==> src/rtl/line_fill_selector.sv <==
// line_fill_selector: accepts one miss request, assembles a cache line from
// wrap-around memory beats, forwards the requested byte/half/word as soon as
// its beat lands, then holds the completed line until the consumer acks it.
//
// Handshake: req_valid/req_ready transfer a request on any rising edge where
// both are high. req_ready is high only in IDLE with reset low. mem_valid has
// no backpressure: every mem_valid cycle in FILL consumes a beat, and
// mem_valid is ignored in any other state. line_valid stays high in DONE until
// line_ack is seen with it high; line_ack is ignored otherwise.
module line_fill_selector #(
  parameter int LINE_NB_BYTES = 16,
  parameter int WORD_WIDTH    = 32,
  parameter int BEAT_WIDTH    = 32,
  localparam int LINE_WIDTH   = 8 * LINE_NB_BYTES,
  localparam int NB_BEATS     = LINE_WIDTH / BEAT_WIDTH,
  localparam int OFF_W        = $clog2(LINE_NB_BYTES),
  localparam int PTR_W        = (NB_BEATS > 1) ? $clog2(NB_BEATS) : 1
) (
  input  logic                  clk,
  input  logic                  reset,
  input  logic                  req_valid,
  output logic                  req_ready,
  input  logic [OFF_W-1:0]      req_offset,
  input  logic [1:0]            req_size,
  input  logic                  req_signed,
  input  logic [PTR_W-1:0]      req_first_beat,
  input  logic                  mem_valid,
  input  logic [BEAT_WIDTH-1:0] mem_data,
  output logic                  word_valid,
  output logic [WORD_WIDTH-1:0] word_data,
  output logic                  word_misaligned,
  output logic                  line_valid,
  output logic [LINE_WIDTH-1:0] line_data,
  input  logic                  line_ack,
  output logic [1:0]            dbg_state_o
);

  localparam int BEAT_BYTES = BEAT_WIDTH / 8;
  localparam int BB_W       = $clog2(BEAT_BYTES);
  localparam int CNT_W      = $clog2(NB_BEATS + 1);

  typedef enum logic [1:0] {
    ST_IDLE = 2'd0,
    ST_FILL = 2'd1,
    ST_DONE = 2'd2
  } state_e;

  state_e                state_q, state_d;
  logic [OFF_W-1:0]      off_q, off_d;
  logic [1:0]            size_q, size_d;
  logic                  signed_q, signed_d;
  logic [PTR_W-1:0]      ptr_q, ptr_d;
  logic [CNT_W-1:0]      cnt_q, cnt_d;
  logic [LINE_WIDTH-1:0] line_q, line_d;
  logic                  word_valid_q, word_valid_d;
  logic                  word_mis_q, word_mis_d;
  logic [WORD_WIDTH-1:0] word_data_q, word_data_d;

  logic                  req_mis;
  logic [PTR_W-1:0]      tgt_slot;
  logic [BB_W-1:0]       byte_sel;
  logic [BEAT_WIDTH-1:0] beat_shifted;
  logic [31:0]           field;
  logic [WORD_WIDTH-1:0] ext_data;

  // Beat slot that holds the requested bytes, and the byte position inside it.
  // An aligned access of at most 4 bytes never straddles a beat.
  assign tgt_slot     = PTR_W'(off_q >> BB_W);
  assign byte_sel     = off_q[BB_W-1:0];
  assign beat_shifted = mem_data >> {byte_sel, 3'b000};
  assign field        = beat_shifted[31:0];

  // Misalignment of the incoming request: offset not a multiple of the size.
  always_comb begin
    req_mis = 1'b0;
    case (req_size)
      2'd0:    req_mis = 1'b0;
      2'd1:    req_mis = req_offset[0];
      default: req_mis = |req_offset[1:0];
    endcase
  end

  // Extract and extend the requested field from the incoming beat.
  always_comb begin
    ext_data = '0;
    case (size_q)
      2'd0:    ext_data = {{(WORD_WIDTH-8){signed_q & field[7]}}, field[7:0]};
      2'd1:    ext_data = {{(WORD_WIDTH-16){signed_q & field[15]}}, field[15:0]};
      default: ext_data = WORD_WIDTH'(field);
    endcase
  end

  // Next-state and datapath updates for IDLE/FILL/DONE.
  always_comb begin
    state_d      = state_q;
    off_d        = off_q;
    size_d       = size_q;
    signed_d     = signed_q;
    ptr_d        = ptr_q;
    cnt_d        = cnt_q;
    line_d       = line_q;
    word_valid_d = 1'b0;
    word_mis_d   = 1'b0;
    word_data_d  = '0;
    case (state_q)
      ST_IDLE: begin
        if (req_valid) begin
          off_d    = req_offset;
          size_d   = req_size;
          signed_d = req_signed;
          ptr_d    = req_first_beat;
          cnt_d    = '0;
          if (req_mis) begin
            // Reject immediately; no fill is started.
            word_valid_d = 1'b1;
            word_mis_d   = 1'b1;
          end else begin
            state_d = ST_FILL;
          end
        end
      end
      ST_FILL: begin
        if (mem_valid) begin
          line_d[ptr_q*BEAT_WIDTH +: BEAT_WIDTH] = mem_data;
          ptr_d = (ptr_q == PTR_W'(NB_BEATS - 1)) ? '0 : ptr_q + 1'b1;
          cnt_d = cnt_q + 1'b1;
          if (ptr_q == tgt_slot) begin
            word_valid_d = 1'b1;
            word_data_d  = ext_data;
          end
          if (cnt_q == CNT_W'(NB_BEATS - 1)) begin
            state_d = ST_DONE;
          end
        end
      end
      ST_DONE: begin
        if (line_ack) begin
          state_d = ST_IDLE;
        end
      end
      default: state_d = ST_IDLE;
    endcase
  end

  // State and datapath registers; reset discards any fill in progress.
  always_ff @(posedge clk or posedge reset) begin
    if (reset) begin
      state_q      <= ST_IDLE;
      off_q        <= '0;
      size_q       <= '0;
      signed_q     <= 1'b0;
      ptr_q        <= '0;
      cnt_q        <= '0;
      line_q       <= '0;
      word_valid_q <= 1'b0;
      word_mis_q   <= 1'b0;
      word_data_q  <= '0;
    end else begin
      state_q      <= state_d;
      off_q        <= off_d;
      size_q       <= size_d;
      signed_q     <= signed_d;
      ptr_q        <= ptr_d;
      cnt_q        <= cnt_d;
      line_q       <= line_d;
      word_valid_q <= word_valid_d;
      word_mis_q   <= word_mis_d;
      word_data_q  <= word_data_d;
    end
  end

  assign req_ready       = (state_q == ST_IDLE) && !reset;
  assign line_valid      = (state_q == ST_DONE);
  assign line_data       = line_q;
  assign word_valid      = word_valid_q;
  assign word_misaligned = word_mis_q;
  assign word_data       = word_data_q;
  assign dbg_state_o     = state_q;

endmodule

==> config.mk <==
export PLATFORM = sky130hd
export DESIGN_NAME = line_fill_selector
export DESIGN_NICKNAME = d
export VERILOG_FILES = /design/src/rtl/line_fill_selector.sv
export SDC_FILE = /design/constraint.sdc
export NUM_CORES = 1
export LEC_CHECK = 0
export BUFFER_PORTS_ARGS = -buffer_cell sky130_fd_sc_hd__buf_2
export CORE_ASPECT_RATIO = 1.25
export CORE_MARGIN = 5
export CORE_UTILIZATION = 52
export DETAILED_ROUTE_END_ITERATION = 7
export PLACE_DENSITY = 0.76
export SLEW_MARGIN = 20
export SYNTH_ARGS = -nofsm -noshare
export SYNTH_HDL_FRONTEND = slang
export SYNTH_SLANG_ARGS = --single-unit
==> constraint.sdc <==
create_clock -name clk -period 5.7 [get_ports clk]
set_input_delay 0.285 -clock clk [delete_from_list [all_inputs] [get_ports clk]]
set_output_delay 0.285 -clock clk [all_outputs]
set_load 0.01 [all_outputs]
==> results_dict.tcl, run 1 <==
set metrics [dict create \
    r2r-start "ptr_q[0]" \
    power_frac_seq 0.388 \
    areaGrowthSynthToFinish_pct 24.0 \
    p_leak_uw 0.00473 \
    cts_tree "done" \
    rsz0062_at_grt "no" \
    hold_viol 0 \
    holdCritStartpoint "req_signed" \
    via_per_inst 5.37 \
    num_rows 48 \
    cts_max_path_buffers 2 \
    clkTransAtPathRegs_ns 0.07 \
    ys_types 36 \
    final_max_slew_viol_count 0 \
    synth.net_count 818 \
    switching_power_uw 1890 \
    cts_hold_buf 0 \
    power_density_nw_per_um2 523 \
    cts_root_buf "clkbuf_16" \
    die_w_microns 117 \
    wirelength_microns 21400 \
    tightest_slew_ns 1.07 \
    io_pins 212 \
    power_frac_comb 0.358 \
    status "finished, final reports clean" \
    dp_hpwl_microns 14500 \
    die_y_microns 143 \
    crit_path_start_kind "flip-flop" \
    synthCells 764 \
    antenna_found_initial 0 \
    insertion_delay_ns 0.43 \
    min_path_type "in -> reg" \
    clock_sinks 176 \
    ant_nets 0 \
    syn_area_sq_um 7370 \
    crit_arrival_ns 2.93 \
    internal-power_uw 2890 \
    post_cts_buffers 0 \
    routedWlPerCell_microns 18.8 \
    swShare 0.396 \
    critPathCaptureType "flip-flop" \
    grt_overflow_total 0 \
    initial_core_util 0.531 \
    worstPathRequired_ns 6.02 \
    core_area_sq_um 13900 \
    power.total_uw 4780 \
    final_common_cell "nand2_1" \
    grtUsageTotal 0.258 \
    via_count 6125 \
    grt_pass1_wl_microns 32500 \
    fin_crit_ns 2.61 \
    relSlewSlack 0.285 \
    final_cell_mix "nand2_1 (268), buf_2 (211), dfrtp_1 (176), o21ai_0 (100), o21ai_1 (40)" \
    antennaDiodeCount 0 \
    finalClockSkew_ns 0.0111 \
    synth.avg_cell_area_sq_um 9.65 \
    drive_gt1_frac 0.282 \
    finalCritPeriodShare 0.459 \
    h-tree-depth 4 \
    cts_resized 0 \
    crit_start "ptr_q[0]" \
    clockPowerShare 0.254 \
    dieArea_sq_um 16700 \
    grt_pass1_vias 5794 \
    nets 1006 \
    io_buffers 211 \
    numCtsBuffers 17 \
    n_fill_cell 1134 \
    fmax_mhz 383 \
    yosysSeqAreaShare 0.597 \
    ir_drop_mv 0.355 \
    max_cap_viol_count 0 \
    crit_type "reg -> reg" \
    layout.cells.non_filler 1140 \
    drt-pass1-iter-count 5 \
    cp_max_fo 22 \
    post-route-drc-count 0 \
    dp_cells 1108 \
    design_area_sq_um 9150 \
    grt_max_degree 109 \
    fin_setup_tns_ns 0 \
    synth_seq_cells 176 \
    dr.first_iter.drc_count 481 \
    setup_viol_count_final 0 \
    dpl_cell_area_sq_um 8520 \
    yosysWarningCount 0 \
    gp_congestion 0.832 \
]
[cell type report]
cell class                      count  area, sq um  area share
Sequential cell                   176         4400       0.482
Multi-Input combinational cell    531         2760       0.302
Clock buffer                       17          425      0.0465
Inverter                            8         35.0     0.00383
Tap cell                          175          219      0.0239
Timing Repair Buffer              218         1110       0.121
Clock inverter                     15          193      0.0211
[final timing paths]
path	depth (start not counted)	slack (ns)	to
worst max-delay path	6	3.09	line_data[80]
worst min-delay path	3	0.09	signed_q
worst max register to register	6	3.09	line_data[80]
worst min register to register	2	0.48	line_data[115]
max in group asynchronous	3	4.20	line_data[2]
min in group asynchronous	2	0.10	dbg_state_o[1]
[kinds of logic after synthesis]
family / after synthesis / synth area share
AOI/OAI and AO/OA: 188 / 0.146
xor gates and xnor gates: 3 / 0.00356
adders and majority gates: 8 / 0.0136
buffers and inverters: 57 / 0.0336
DFF: 176 / 0.597
muxes: 26 / 0.0365
and+or+nand+nor: 306 / 0.170
[worst max-delay path: stages (launching register included)]
cell,delay (ns)
dfrtp_1,0.56
inv_2,0.16
ha_1,0.48
nor3b_2,0.64
buf_4,0.38
nand2_1,0.09
o21ai_0,0.20
[power by group through the flow]
stage	logic [uW]	clock network (uW)	registers, uW
after floorplan	984	0	1950
after global placement	1670	0	1870
after detailed placement	1710	0	1870
after CTS	1730	1230	1850
after global routing	1900	1280	1900
final	1710	1220	1860
[per-layer routing]
layer	global-route usage	vias to the layer above	wire, microns
li1	-	2926	-
met1	0.339	2878	8600
met2	0.421	272	10500
met3	0.0479	49	1450
met4	0.109	0	812
met5	0	-	0
[sequential cells by signal (all words and copies together) (netlist names)]
| name | cells |
|---|---|
| word_data | 32 |
| ptr_q | 2 |
| cnt_q | 3 |
| word_misaligned | 1 |
| size_q | 2 |
| word_valid | 1 |
| dbg_state_o | 2 |
| line_data | 128 |
| signed_q | 1 |
| off_q | 4 |
[per-stage QoR]
stage / worst slack [ns] / util / hold WS (ns)
final: 3.09 / 0.659 / 0.0863
after global routing: 2.91 / 0.659 / 0.0729
after CTS: 3.06 / 0.659 / 0.0699
after detailed placement: 3.08 / 0.614 / 0.465
after global placement: 3.25 / 0.614 / 0.458
after floorplan: 0.641 / - / 0.402
[cells in the mapped netlist (all sizes together)]
cell,count,area share
o32a,1,0.0015
ha,8,0.014
a2111o,1,0.0015
xnor2,3,0.0036
nand2b,3,0.0025
nand3,2,0.0020
a21o,9,0.0092
nor2b,11,0.0093
inv,8,0.0041
nor2,5,0.0025
a22o,1,0.0012
clkbuf,28,0.014
or2,1,0.00085
o31ai,2,0.0020
dfrtp,176,0.60
mux2,7,0.011
nor3b,5,0.0064
mux2i,19,0.026
and3b,2,0.0024
a21oi,10,0.0068
nand4,1,0.0017
a211oi,15,0.015
buf,21,0.015
a2111oi,1,0.0037
o2bb2ai,8,0.0095
o21ai,140,0.095
nor3,4,0.0034
nand2,272,0.14
Power figures use the tool's default switching activity.
==> run 2, diff against run 1 <==
clock period = 2.6 ns   (was 5.7 ns; I/O delays follow)
==> results_dict.tcl, run 2 (same netlist as run 1, synthesis figures left out) <==
set metrics [dict create \
    areaGrowthSynthToFinish_pct 26.9 \
    finalCoreUtilization 0.674 \
    dr.first_iter.drc_count 507 \
    nets 1030 \
    route.met3.wl_microns 1340 \
    final_cell_mix "nand2_1 (268), buf_2 (211), dfrtp_1 (176), o21ai_0 (100), o21ai_1 (40)" \
    via_count 6125 \
    min_path_type "in -> reg" \
    die_w_microns 117 \
    grt_overflow_total 0 \
    fmax_mhz 465 \
    routed.top_layer "met4" \
    io_pins 212 \
    fin_crit_ns 2.15 \
    wirelength_microns 21200 \
    post-route-drc-count 0 \
    hold_viol 0 \
    setup_viol_count_final 0 \
    grtUsageTotal 0.258 \
    path_cells "inv_2 -> ha_1 -> nor3b_2 -> buf_4 -> nand2_1 -> o21ai_0" \
    critPathTopFamily "flip-flops" \
    final_max_slew_viol_count 0 \
    p_leak_uw 0.00482 \
    clkTransAtPathRegs_ns 0.07 \
    initial_core_util 0.531 \
    cp_max_fo 22 \
    largest_reg_flops 128 \
    post_cts_buffers 0 \
    grt_pass1_vias 5829 \
    wl_met2_microns 10300 \
    drt-met1-wl_microns 8740 \
    routedWlPerCell_microns 18.2 \
    numCtsBuffers 17 \
    relSlewSlack 0.592 \
    via_per_inst 5.26 \
    antenna_found_initial 0 \
    crit_path_start_kind "flip-flop" \
    tightest_slew_ns 0.612 \
    die_y_microns 143 \
    h-tree-depth 4 \
    whs_ns 0.00570 \
    max_cap_viol_count 0 \
    grt_pass1_wl_microns 32700 \
    finalCritPeriodShare 0.827 \
    cp.buffers_inverters 2 \
    core_area_sq_um 13900 \
    cts_hold_buf 13 \
    critPathCaptureType "flip-flop" \
    clock_sinks 176 \
    rsz0062_at_grt "no" \
    dp_hpwl_microns 14800 \
    cts_tree "done" \
    drt-pass1-iter-count 5 \
    ir_drop_mv 0.607 \
    gp_congestion 0.828 \
    ant_nets 0 \
    cts_root_buf "clkbuf_16" \
    cpMaxStageDelayCell "dfrtp_1" \
    cts_max_path_buffers 2 \
    grt_max_degree 98 \
    dieArea_sq_um 16700 \
    critPathMaxStageDelay_ns 0.56 \
    crit_type "reg -> reg" \
    io_buffers 211 \
    crit_arrival_ns 2.48 \
    n_fill_cell 1094 \
    fin_setup_tns_ns 0 \
    worstPathRequired_ns 2.93 \
    drive_gt1_frac 0.286 \
    cts_resized 0 \
    insertion_delay_ns 0.42 \
    power_density_nw_per_um2 1120 \
    finalClockSkew_ns 0.0113 \
    status "finished, final reports clean" \
    num_rows 48 \
    antennaDiodeCount 0 \
    final_common_cell "nand2_1" \
]
-- run 2: changes by cell type in the layout (fill, tap and decap cells not counted), sizes merged --
cell         previous run  this run
dlygate4sd3             0        13
clkinv                  5         3
buf                   218       229
clkinvlp                1         2
inv                    15        16
-- run 2: area by class of cell --
cell class	count	area, sq um	share of cell area
Clock buffer	17	425	0.0455
Sequential cell	176	4400	0.471
Timing Repair Buffer	242	1350	0.144
Inverter	8	33.8	0.00361
Multi-Input combinational cell	531	2760	0.294
Tap cell	175	219	0.0234
Clock inverter	15	173	0.0185
-- run 2: worst reg2reg max path, stage by stage, from the launching register on --
cell     delay (ns)
dfrtp_1        0.56
inv_2          0.17
ha_1           0.48
nor3b_2        0.27
buf_4          0.31
nand2_1        0.08
o21ai_0        0.19
-- run 2: path summary, 6_finish.rpt --
| kind | from | endpoint | slack, ns | depth (start not counted) |
|---|---|---|---|---|
| min in group asynchronous | reset | dbg_state_o[1] | 0.40 | 4 |
| hold / removal | req_first_beat[0] | ptr_q[0] | 0.006 | 3 |
| max in group asynchronous | reset | word_data[2] | 1.76 | 4 |
| hold reg to reg | line_data[29] | line_data[29] | 0.47 | 2 |
| setup reg to reg | ptr_q[0] | line_data[90] | 0.45 | 6 |
| setup / recovery | ptr_q[0] | line_data[90] | 0.45 | 6 |
-- run 2: power by group --
group          switching (uW)  total, uW  leakage, uW  internal, uW
Clock                    1140       2590     0.000295          1450
Combinational            2470       3920      0.00213          1450
Sequential                484       3990      0.00239          3500
-- run 2: metal layers --
layer	up-vias	GRT usage
met4	0	0.102
li1	2974	-
met3	49	0.0521
met5	-	0
met2	233	0.413
met1	2869	0.345
-- run 2: through the flow --
stage | power (uW) | area (sq um) | setup slack, ns | instances
2_1_floorplan | 6430 | 7380 | 0.217 | 764
3_3_place_gp | 7830 | 8630 | 0.600 | 1119
3_5_place_dp | 7950 | 8630 | 0.425 | 1119
4_1_cts | 10600 | 9360 | 0.395 | 1164
5_1_grt | 11200 | 9360 | 0.278 | 1164
6_report | 10500 | 9360 | 0.450 | 1164
==> run 3, diff against run 2 <==
CORE_UTILIZATION = 47   (was 52)
PLACE_DENSITY = 0.72   (was 0.76)
clock period = 1.8 ns   (was 2.6 ns; I/O delays follow)
==> results_dict.tcl, run 3 (same netlist as run 1, synthesis figures left out) <==
set metrics [dict create \
    status "finished, final reports clean" \
    final_cell_mix "nand2_1 (268), buf_2 (211), dfrtp_1 (175), o21ai_0 (99), o21ai_1 (41)" \
    fin_crit_ns 1.71 \
    die_y_microns 150 \
    cp_max_fo 16 \
    grt_max_degree 65 \
    path_cells "inv_2 -> ha_1 -> buf_4 -> nor3_4 -> buf_12 -> clkbuf_16 -> nand2_1 -> o21ai_0" \
    whs_path_depth 3 \
    ant_nets 0 \
    r2r_end "line_data[114]" \
    antennaDiodeCount 0 \
    rr_worst_depth 8 \
    grt_overflow_total 0 \
    worstPathRequired_ns 2.15 \
    critPathCaptureType "flip-flop" \
    power_density_nw_per_um2 1620 \
    final_common_cell "nand2_1" \
    cp.buffers_inverters 4 \
    final_max_slew_viol_count 0 \
    post-route-drc-count 0 \
    nets 1070 \
    hold_viol 0 \
    io_buffers 211 \
    via_per_inst 5.09 \
    ff2ff_setup_slack_ns 0.09 \
    grt_pass1_vias 5980 \
    dp_hpwl_microns 15600 \
    via_count 6312 \
    cpMaxStageDelayCell "dfrtp_1" \
    grt_pass1_wl_microns 34200 \
    critPathMaxStageDelay_ns 0.40 \
    wirelength_microns 22500 \
    finalClockSkew_ns 0.00746 \
    gp_congestion 0.808 \
    relSlewSlack 0.605 \
    dieArea_sq_um 18300 \
    max_cap_viol_count 0 \
    h-tree-depth 4 \
    p_leak_uw 0.00504 \
    layout.cells.non_filler 1241 \
    dp_cells 1175 \
    num_rows 51 \
    crit_path_start_kind "flip-flop" \
    cts_root_buf "clkbuf_16" \
    areaGrowthSynthToFinish_pct 34.6 \
    tightest_slew_ns 0.591 \
    holdCritStartpoint "mem_data[17]" \
    cts_max_path_buffers 2 \
    routedWlPerCell_microns 18.2 \
    crit_arrival_ns 2.06 \
    finalCritPeriodShare 0.950 \
    r2r-start "ptr_q[0]" \
    min_to "line_data[113]" \
    clock_sinks 176 \
    whs_ns 0.0168 \
    critPathTopFamily "buffers and inverters" \
    antenna_found_initial 0 \
    clkTransAtPathRegs_ns 0.06 \
    min_path_type "in -> reg" \
    insertion_delay_ns 0.42 \
    drt-pass1-iter-count 5 \
    n_fill_cell 1290 \
    initial_core_util 0.476 \
    finalCoreUtilization 0.640 \
    io_pins 212 \
    ir_drop_mv 0.793 \
    fmax_mhz 585 \
    cts_tree "done" \
    grtUsageTotal 0.248 \
    largest_reg_flops 128 \
    drive_gt1_frac 0.302 \
    die_w_microns 122 \
    crit_type "reg -> reg" \
    core_area_sq_um 15500 \
    numCtsBuffers 17 \
    dr.first_iter.drc_count 480 \
    setup_viol_count_final 0 \
]
[run 3: changes by cell type in the layout (fill, tap and decap cells not counted), sizes merged]
cell         before  now
buf             229  251
dlygate4sd3      13   29
inv              16    8
clkinv            3    4
bufinv            2    3
clkbuf           17   21
clkinvlp          2    6
[run 3: metal layers]
layer	wire, microns	GRT usage	vias up	part of all wire
met2	11100	0.414	202	0.49
li1	-	-	3045	-
met4	770	0.0919	0	0.034
met3	1190	0.0469	47	0.053
met5	0	0	-	0
met1	9450	0.323	3018	0.42
[run 3: area by class of cell]
cell class | instances | area [sq um] | area share
clock buffer | 19 | 433 | 0.0436
clock inverter | 13 | 164 | 0.0165
inverter | 8 | 33.8 | 0.00340
multi-input combinational | 531 | 2800 | 0.282
sequential | 176 | 4410 | 0.444
tap | 212 | 265 | 0.0267
timing repair buffer | 282 | 1830 | 0.184
[run 3: worst max-delay path by stage]
stage               slack (ns)           start              to  cells after the start
floorplan                -0.54           reset        cnt_q[0]                      1
global placement          0.11  dbg_state_o[0]        ptr_q[0]                      5
detailed placement        0.07        ptr_q[0]   word_data[23]                      5
CTS                       0.03        ptr_q[0]   line_data[93]                      6
global route             -0.02        ptr_q[0]  line_data[112]                      8
finish                    0.09        ptr_q[0]  line_data[114]                      8
[run 3: per-stage QoR]
stage | setup TNS, ns | worst slack (ns) | power, uW | instance area [sq um]
after global routing | -0.0321 | -0.0173 | 17100 | 9920
final | 0 | 0.0901 | 16000 | 9920
after detailed placement | 0 | 0.0718 | 11900 | 8910
after global placement | 0 | 0.112 | 11700 | 8910
after CTS | 0 | 0.0286 | 15700 | 9800
after floorplan | -95.50 | -0.543 | 9300 | 7380
[run 3: timing repair]
item / 4_1_cts / 5_1_grt
hold endpoints to repair: 91 / 0
setup endpoints to repair: 0 / 74
resized for setup: 0 / 9
setup buffers: 0 / 3
hold buffers: 29 / 0
[run 3: tightest hold or removal path: cells and delay by family]
| kind | cells | cell delay [ns] |
|---|---|---|
| compound gates | 1 | 0.05 |
| simple gates | 1 | 0.08 |
| buf+inv | 1 | 0.18 |
[run 3: where the power goes]
part | switching [uW] | internal (uW)
sequential | 652 | 5060
combinational | 3850 | 2720
clock | 1560 | 2190
total | 6060 | 9970
